### config.mk
export PLATFORM = sky130hd
export DESIGN_NAME = lfsr_crack_depad
export DESIGN_NICKNAME = d
export VERILOG_FILES = /design/src/rtl/lfsr_crack_depad.sv
export SDC_FILE = /design/constraint.sdc
export NUM_CORES = 1
export LEC_CHECK = 0
export ABC_AREA = 1
export CAP_MARGIN = 0
export CORE_MARGIN = 3
export CORE_UTILIZATION = 66
export CTS_CLUSTER_SIZE = 20
export DETAILED_ROUTE_END_ITERATION = 8
export GPL_TIMING_DRIVEN = 0
export PLACE_DENSITY = 0.86
export SYNTH_ARGS = -nofsm -noshare
export SYNTH_HDL_FRONTEND = slang
export SYNTH_SLANG_ARGS = --single-unit
### constraint.sdc
create_clock -name clk -period 5.2 [get_ports clk]
set_input_delay 1.56 -clock clk [delete_from_list [all_inputs] [get_ports clk]]
set_output_delay 1.56 -clock clk [all_outputs]
set_load 0.01 [all_outputs]
### src/rtl/lfsr_crack_depad.sv
// rtl/lfsr_crack_depad.sv - LFSR seed/tap cracker, decryptor and leading-space stripper
//
// Consumes LEN parity-tagged encrypted characters per run. The first char is
// an encrypted space, so its payload is the LFSR seed. The next TRAIN chars
// eliminate candidate tap patterns, and the lowest surviving pattern decrypts
// the rest of the stream. Leading spaces are dropped and the output is
// zero-padded so that exactly LEN words leave per run.
//
// Optional feature macro: LFSR_PARITY_CHECK_EN. When it is defined, parity
// errors are flagged in out_data[W], parity-failed training chars do not
// eliminate candidates, and parity-failed leading chars are never dropped.
// When it is undefined, every char is treated as parity-clean.
//
// Ports:
//   clk, init                      clock, synchronous active-high reset
//   req, ack                       run start (sampled when idle), run complete (held)
//   err                            no candidate survived training (valid with ack)
//   ptrn_idx                       selected tap pattern index (valid with ack)
//   in_valid, in_ready, in_data    encrypted char stream, MSB is the parity bit
//   out_valid, out_ready, out_data {parity_err, plain}, plain 0 means a space

module lfsr_crack_depad #(
    parameter int                 W     = 7,
    parameter int                 NPTRN = 9,
    parameter logic [NPTRN*W-1:0] PTRNS = {7'h7B, 7'h7E, 7'h5C, 7'h69, 7'h6A,
                                           7'h72, 7'h78, 7'h48, 7'h60},
    parameter int                 TRAIN = 8,
    parameter int                 LEN   = 64
) (
    input  logic                       clk,
    input  logic                       init,
    input  logic                       req,
    output logic                       ack,
    output logic                       err,
    output logic [$clog2(NPTRN)-1:0]   ptrn_idx,
    input  logic                       in_valid,
    output logic                       in_ready,
    input  logic [W:0]                 in_data,
    output logic                       out_valid,
    input  logic                       out_ready,
    output logic [W:0]                 out_data
);

    localparam int IW = $clog2(NPTRN);
    localparam int CW = $clog2(LEN + 1);

    typedef enum logic [2:0] {
        S_IDLE, S_SEED, S_TRAIN, S_LEAD, S_BODY, S_PAD, S_DONE
    } state_t;

    state_t state, state_nx;

    logic [W-1:0]     lfsr     [NPTRN];
    logic [W-1:0]     lfsr_adv [NPTRN];
    logic [NPTRN-1:0] live;
    logic [NPTRN-1:0] live_nx;
    logic [NPTRN-1:0] mismatch;
    logic [CW-1:0]    in_cnt;
    logic [CW-1:0]    out_cnt;

    logic [W-1:0]  payload;
    logic          perr;
    logic [W-1:0]  key_sel;
    logic [W-1:0]  plain;
    logic [IW-1:0] first_live;
    logic          any_live;
    logic          accept;
    logic          load;
    logic [W:0]    load_data;
    logic          out_free;
    logic          in_left;
    logic          out_left;
    logic          train_last;

    assign payload = in_data[W-1:0];

`ifdef LFSR_PARITY_CHECK_EN
    assign perr = in_data[W] ^ (^in_data[W-1:0]);
`else
    logic unused_parity;
    assign unused_parity = in_data[W];
    assign perr          = 1'b0;
`endif

    // Every candidate steps in lockstep; only the selected one matters after training.
    always_comb begin
        for (int i = 0; i < NPTRN; i++) begin
            lfsr_adv[i] = {lfsr[i][W-2:0], ^(lfsr[i] & PTRNS[i*W +: W])};
            mismatch[i] = (lfsr_adv[i] != payload);
        end
    end

    // A parity-failed training char says nothing reliable, so it cannot eliminate.
    assign live_nx  = perr ? live : (live & ~mismatch);
    assign any_live = |live_nx;

    always_comb begin
        first_live = '0;
        for (int i = NPTRN - 1; i >= 0; i--) begin
            if (live_nx[i]) first_live = IW'(i);
        end
    end

    always_comb begin
        key_sel = '0;
        for (int i = 0; i < NPTRN; i++) begin
            if (ptrn_idx == IW'(i)) key_sel = lfsr_adv[i];
        end
    end

    assign plain      = payload ^ key_sel;
    assign out_free   = !out_valid || out_ready;
    assign in_left    = (in_cnt != CW'(LEN));
    assign out_left   = (out_cnt != CW'(LEN));
    assign train_last = (in_cnt == CW'(TRAIN));
    assign accept     = in_valid && in_ready;

    always_comb begin
        state_nx  = state;
        in_ready  = 1'b0;
        load      = 1'b0;
        load_data = {perr, plain};
        case (state)
            S_IDLE, S_DONE: begin
                if (req) state_nx = S_SEED;
            end
            S_SEED: begin
                in_ready = 1'b1;
                if (in_valid) state_nx = S_TRAIN;
            end
            S_TRAIN: begin
                in_ready = 1'b1;
                if (in_valid && train_last) state_nx = any_live ? S_LEAD : S_DONE;
            end
            S_LEAD: begin
                if (!in_left) begin
                    state_nx = S_PAD;
                end else begin
                    in_ready = 1'b1;
                    if (in_valid) begin
                        if (plain == '0 && !perr) begin
                            if (in_cnt == CW'(LEN - 1)) state_nx = S_PAD;
                        end else begin
                            load     = 1'b1;
                            state_nx = S_BODY;
                        end
                    end
                end
            end
            S_BODY: begin
                // Output budget exhausted: finish once the last word drains.
                if (!out_left) begin
                    if (out_free) state_nx = S_DONE;
                end else if (!in_left) begin
                    state_nx = S_PAD;
                end else begin
                    in_ready = out_free;
                    load     = in_valid && out_free;
                end
            end
            S_PAD: begin
                load_data = '0;
                if (!out_left) begin
                    if (out_free) state_nx = S_DONE;
                end else begin
                    load = out_free;
                end
            end
            default: state_nx = S_IDLE;
        endcase
    end

    always_ff @(posedge clk) begin
        if (init) begin
            state     <= S_IDLE;
            ack       <= 1'b0;
            err       <= 1'b0;
            ptrn_idx  <= '0;
            out_valid <= 1'b0;
            out_data  <= '0;
            live      <= '1;
            in_cnt    <= '0;
            out_cnt   <= '0;
            for (int i = 0; i < NPTRN; i++) lfsr[i] <= '0;
        end else begin
            state <= state_nx;

            if ((state == S_IDLE || state == S_DONE) && req) begin
                in_cnt   <= '0;
                out_cnt  <= '0;
                live     <= '1;
                ack      <= 1'b0;
                err      <= 1'b0;
                ptrn_idx <= '0;
            end

            if (accept) begin
                in_cnt <= in_cnt + 1'b1;
                for (int i = 0; i < NPTRN; i++) begin
                    lfsr[i] <= (state == S_SEED) ? payload : lfsr_adv[i];
                end
            end

            if (accept && state == S_TRAIN) begin
                live <= live_nx;
                if (train_last) begin
                    if (any_live) ptrn_idx <= first_live;
                    else          err      <= 1'b1;
                end
            end

            if (load) begin
                out_valid <= 1'b1;
                out_data  <= load_data;
                out_cnt   <= out_cnt + 1'b1;
            end else if (out_ready) begin
                out_valid <= 1'b0;
            end

            if (state_nx == S_DONE && state != S_DONE) ack <= 1'b1;
        end
    end

endmodule

==> flow_summary.toml, run 1 <==
[synth]
synthTopCellsByCount = "259 x nand2_1, 93 x a21oi_1, 87 x inv_1"
yosys_register_bits = 103
synth_most_common_cell = "nand2_1"
ys_seq_area_share_pct = 41.7
synth_top_area_share_pct = 29.3
synth_area_leaders = "edfxtp_1 29%, nand2_1 15%, dfxtp_1 12%, a21oi_1 7.2%, inv_1 5.1%"
synthFlopType = "edfxtp_1"
avgSynthCellArea_sq_um = 7.28
syn_area_sq_um = 6450
yosys.area.top_type = "edfxtp_1"
ys_warn_count = 0
synth_nets = 904
synth_cells = 886
yosys.cell_types.count = 44
synthArstFlopShare_pct = 0
synth_edf_count = 63

[worst_hold_path]
hp-class = "reg -> reg"

[final_layout]
final_nets = 937
antenna_cells = 0
final-seq-area_sq_um = 2690
areaGrowthSynthToFinish_pct = 9.12
fin_area_sq_um = 7040
multi_input_area_sq_um = 3260
n_fill_cell = 785
drive_above_1_share_pct = 4.87

[clocking]
cts_hold_buffers = 0
postCtsSetupBuffers = 0
clockRootBuffer = "clkbuf_8"
cts_sinks = 103
numCtsBuffers = 9
cts_tree = "yes"
cts-resized-gates = 0
clock_path_buffers = 2
clk_latency_ps = 400
clk_pin_slew_ps = 110
htreeDepth = 3

[sta]
tightest_slew_ps = 754
min_period_over_period_pct = 90.0
rsz0062_at_grt = "false"
period_needed_ps = 4680
tns_ps = 0
relSlewSlack_pct = 49.7
finalHoldViolCount = 0
slew_violations = 0
fin_skew_ps = 18.5
setup_viol = 0
clock.fmax_mhz = 214

[global_route]
grt_overflow = 0
grt.total_usage_pct = 36.3
grt_pass1_vias = 6073
grt_max_degree = 44
grt_pass1_wl_mm = 31.2
antenna_found_initial = 0

[power]
leakage_nw = 2.93
power.density_nw_per_um2 = 427
ir_drop_uv = 255

[floorplan]
die_y_um = 105
start_util_pct = 68.8
die_w_um = 105
core_area_sq_um = 9370
ioPinCount = 29
dieArea_sq_um = 11000
rows = 35

[placement]
hpwl_mm = 13.8
placed_area_sq_um = 6850
place_congestion = 0.945
numPortBuffers = 21

[drt]
vias_per_cell = 6.15
dr.pass1.iters = 7
wl_per_cell_um = 18.6
route.detailed.drc = 0
ant_nets = 0
num_vias = 6478
drtIter0Drc = 731
finalWirelength_mm = 19.6

[worst_setup_path]
required_ps = 3640
max_stage_delay_ps = 520
crit_type = "in -> out"
crit_path_max_fanout = 3
start_kind = "input port"
timing.critical_path.cells = "clkdlybuf4s50_1, nor2_1, inv_1, nand2_1, inv_1, nand3_1, nand3_1, clkdlybuf4s50_1"
end_kind = "output port"
crit_path_top_delay_cell = "clkdlybuf4s50_1"
cp.arrival_ps = 3120

[run]
maxCapViolations = 0

[outcome]
outcome = "completed"
logic make-up (layout without fill, tap and decap cells):
logic type	after synthesis	count (layout)	share of synthesized area [%]
AOI/OAI and AO/OA	166	166	14.1
xor gates and xnor gates	50	50	6.79
adders and majority gates	5	5	0.970
buffers and inverters	128	166	7.84
DFF	103	103	41.7
other	1	1	0.0581
and+or+nand+nor	433	433	28.5
sequential cells by signal, indices dropped and copies added, names as in the netlist:
register,flops
in_cnt,7
err,1
state,3
out_data,7
out_valid,1
live,9
lfsr,63
ptrn_idx,4
ack,1
out_cnt,7
power breakdown:
group / internal (mW) / switching (mW) / leakage [nW] / total, mW
Sequential: 1.07 / 0.182 / 0.983 / 1.25
Clock: 0.221 / 0.300 / 0.0997 / 0.521
Combinational: 0.392 / 0.842 / 1.85 / 1.23
final cells by class:
class                   count  share of cell area [%]
plain buffers              30                    1.92
clock buffers              13                    2.42
clock inverters             3                   0.338
inverters                  98                    5.26
multi-input cells         655                    46.2
flip-flops and latches    103                    38.3
well taps                 129                    2.29
repair buffers             22                    3.27
layout by cell type, fill, tap and decap left out, drive strengths merged:
master,n
nand2,260
inv,96
a21oi,94
nand3,63
edfxtp,63
nor2,63
o21ai,43
dfxtp,40
clkbuf,33
xor2,27
xnor2,23
clkdlybuf4s50,21
nand4,18
o22ai,11
buf,11
or2,11
nor3,7
nor4,5
ha,5
clkinv,5
nand3b,4
a221oi,4
o221ai,3
a2111oi,3
a211oi,3
or3,1
o21bai,1
o2111ai,1
and2,1
o31a,1
o211ai,1
a21boi,1
conb,1
through the flow:
step	setup slack (ps)	power, mW	cells	utilization [%]	hold WS, ps
2_1_floorplan	1270	2.06	886	-	441
3_3_place_gp	163	2.40	1036	72.8	456
3_5_place_dp	560	2.45	1037	73.0	462
4_1_cts	550	2.95	1053	75.1	481
5_1_grt	402	3.17	1053	75.1	508
6_report	521	3.00	1053	75.1	485
routing by layer:
metal	track usage, %	routed length [um]	vias to the layer above	share of wire [%]
met3	8.65	2430	84	12
met1	50.0	7730	2960	39
li1	-	-	3006	-
met2	55.1	8650	428	44
met4	15.0	824	0	4.2
met5	0	0	-	0
critical path, delay by kind of cell:
family	cells	cell delay, ps
buf+inv	4	1070
simple gates	4	490
path summary, 6_finish.rpt:
path / end / startpoint / slack [ps] / cells after the start
hold / removal: err$_SDFF_PP0_ / err$_SDFF_PP0_ / 480 / 2
setup / recovery: in_ready / out_ready / 520 / 8
hold reg to reg: err$_SDFF_PP0_ / err$_SDFF_PP0_ / 480 / 2
setup reg to reg: lfsr[0][62]$_SDFFCE_PN0P_ / in_cnt[0]$_SDFFE_PP0P_ / 1990 / 12
Note: power is estimated with default switching activity, not from simulation.
==> inputs of run 2 (changes only) <==
CORE_UTILIZATION = 60   (was 66)
PLACE_DENSITY = 0.79   (was 0.86)
SETUP_SLACK_MARGIN = 0.15   (was default)
==> run 2 against run 1 <==
  * Setup slack worse by 94 ps
  * Power is 1.4% lower
  * Combinational power hardly changed
  * Sequential power hardly changed
  * Wire length is 0.27% higher
  * Clock power is 8.3% lower
  * Maximum frequency is 2.0% lower
  * Clock-buffer cell count is 2 lower
  * Largest cell class unchanged
==> flow_summary.toml, run 2 (synthesized netlist as in run 1, its figures left out) <==
[sta]
min_period_over_period_pct = 91.8
finalHoldViolCount = 0
clock.fmax_mhz = 210
setup_viol = 0
tns_ps = 0
rsz0062_at_grt = "false"
slew_violations = 0
tightest_slew_ps = 816
relSlewSlack_pct = 45.3
fin_skew_ps = 18.4
postLayoutSetupSlackWorst_ps = 427
period_needed_ps = 4770

[outcome]
outcome = "completed"

[worst_hold_path]
min_path_cells = 2
min_from = "err$_SDFF_PP0_"
hp-class = "reg -> reg"
hold_path_end = "err$_SDFF_PP0_"

[drt]
wl_per_cell_um = 18.6
num_vias = 6448
vias_per_cell = 6.08
dr.pass1.iters = 5
route.detailed.drc = 0
finalWirelength_mm = 19.7
ant_nets = 0
drtIter0Drc = 669

[global_route]
grt.total_usage_pct = 34.3
grt_pass1_wl_mm = 30.9
grt_max_degree = 35
grt_overflow = 0
antenna_found_initial = 0
grt_pass1_vias = 5926

[clocking]
clk_latency_ps = 400
cts_hold_buffers = 0
postCtsSetupBuffers = 0
clk_pin_slew_ps = 100
clockRootBuffer = "clkbuf_8"
htreeDepth = 3
cts_tree = "yes"
numCtsBuffers = 9
cts_sinks = 103
clock_path_buffers = 2
cts-resized-gates = 0

[placement]
numPortBuffers = 21
hpwl_mm = 14.2
place_worst_setup_slack_ps = 437
place_congestion = 0.998

[final_layout]
antenna_cells = 0
reg_top3 = "lfsr (63), live (9)"
mostFrequentLayoutCell = "nand2_1"
final_cell_mix = "258 x nand2_1, 93 x a21oi_1, 87 x inv_1"
drive_above_1_share_pct = 4.98
areaGrowthSynthToFinish_pct = 8.92
largest_reg_flops = 63
top_register = "lfsr"
final_nets = 937

[floorplan]
core_area_sq_um = 10400
rows = 37
die_w_um = 110
die_y_um = 110
ioPinCount = 29
dieArea_sq_um = 12000
start_util_pct = 62.2

[power]
ir_drop_uv = 325
leakage_nw = 2.93
power.density_nw_per_um2 = 421

[worst_setup_path]
r2r_cells = 12
reg2reg_from = "in_cnt[0]$_SDFFE_PP0P_"
end_kind = "output port"
required_ps = 3640
cp.arrival_ps = 3210
r2r_setup_slack_ps = 1960
crit_path_max_fanout = 3
r2r_end = "lfsr[0][21]$_SDFFCE_PN0P_"
start_kind = "input port"
crit_type = "in -> out"

[run]
maxCapViolations = 0
[run 2: layout make-up]
type | count | area [sq um]
plain buffers | 30 | 135
clock buffers | 11 | 141
clock inverters | 5 | 31.3
fillers | 905 | 3340
inverters | 98 | 370
multi-input cells | 655 | 3260
flip-flops and latches | 103 | 2690
well taps | 136 | 170
repair buffers | 22 | 230
[run 2: metrics by stage]
step | hold WS, ps | instances | util, % | total power, mW | cell area, sq um
finish | 485 | 1060 | 67.8 | 2.96 | 7030
global route | 509 | 1060 | 67.8 | 3.14 | 7030
CTS | 483 | 1060 | 67.8 | 2.93 | 7030
detailed placement | 465 | 1044 | 66.1 | 2.45 | 6850
global placement | 459 | 1043 | 65.9 | 2.41 | 6830
floorplan | 441 | 886 | - | 2.06 | 6450
[run 2: worst max-delay path, cell delays in order]
cell	delay, ps
clkdlybuf4s50_1	400
nor2_1	260
inv_1	100
nand2_1	80
inv_1	60
nand3_1	80
nand3_1	150
clkdlybuf4s50_1	520
[run 2: power breakdown]
part | switching (mW) | total (mW) | internal (mW)
clock | 0.290 | 0.478 | 0.187
combinational | 0.844 | 1.24 | 0.391
sequential | 0.181 | 1.25 | 1.07
[run 2: routing by layer]
layer / wire [um] / part of all wire (%) / GRT usage (%)
met2: 8890 / 45 / 52.8
met5: 0 / 0 / 0
met3: 1990 / 10 / 4.29
met4: 749 / 3.8 / 15.2
met1: 8060 / 41 / 48.5
[run 2: worst max path at each step]
stage / endpoint / depth (start not counted) / from
global route: in_ready / 8 / out_ready
finish: in_ready / 8 / out_ready
detailed placement: in_ready / 8 / out_ready
CTS: in_ready / 8 / out_ready
global placement: lfsr[0][35]$_SDFFCE_PN0P_ / 9 / out_ready
floorplan: lfsr[0][0]$_SDFFCE_PN0P_ / 4 / init
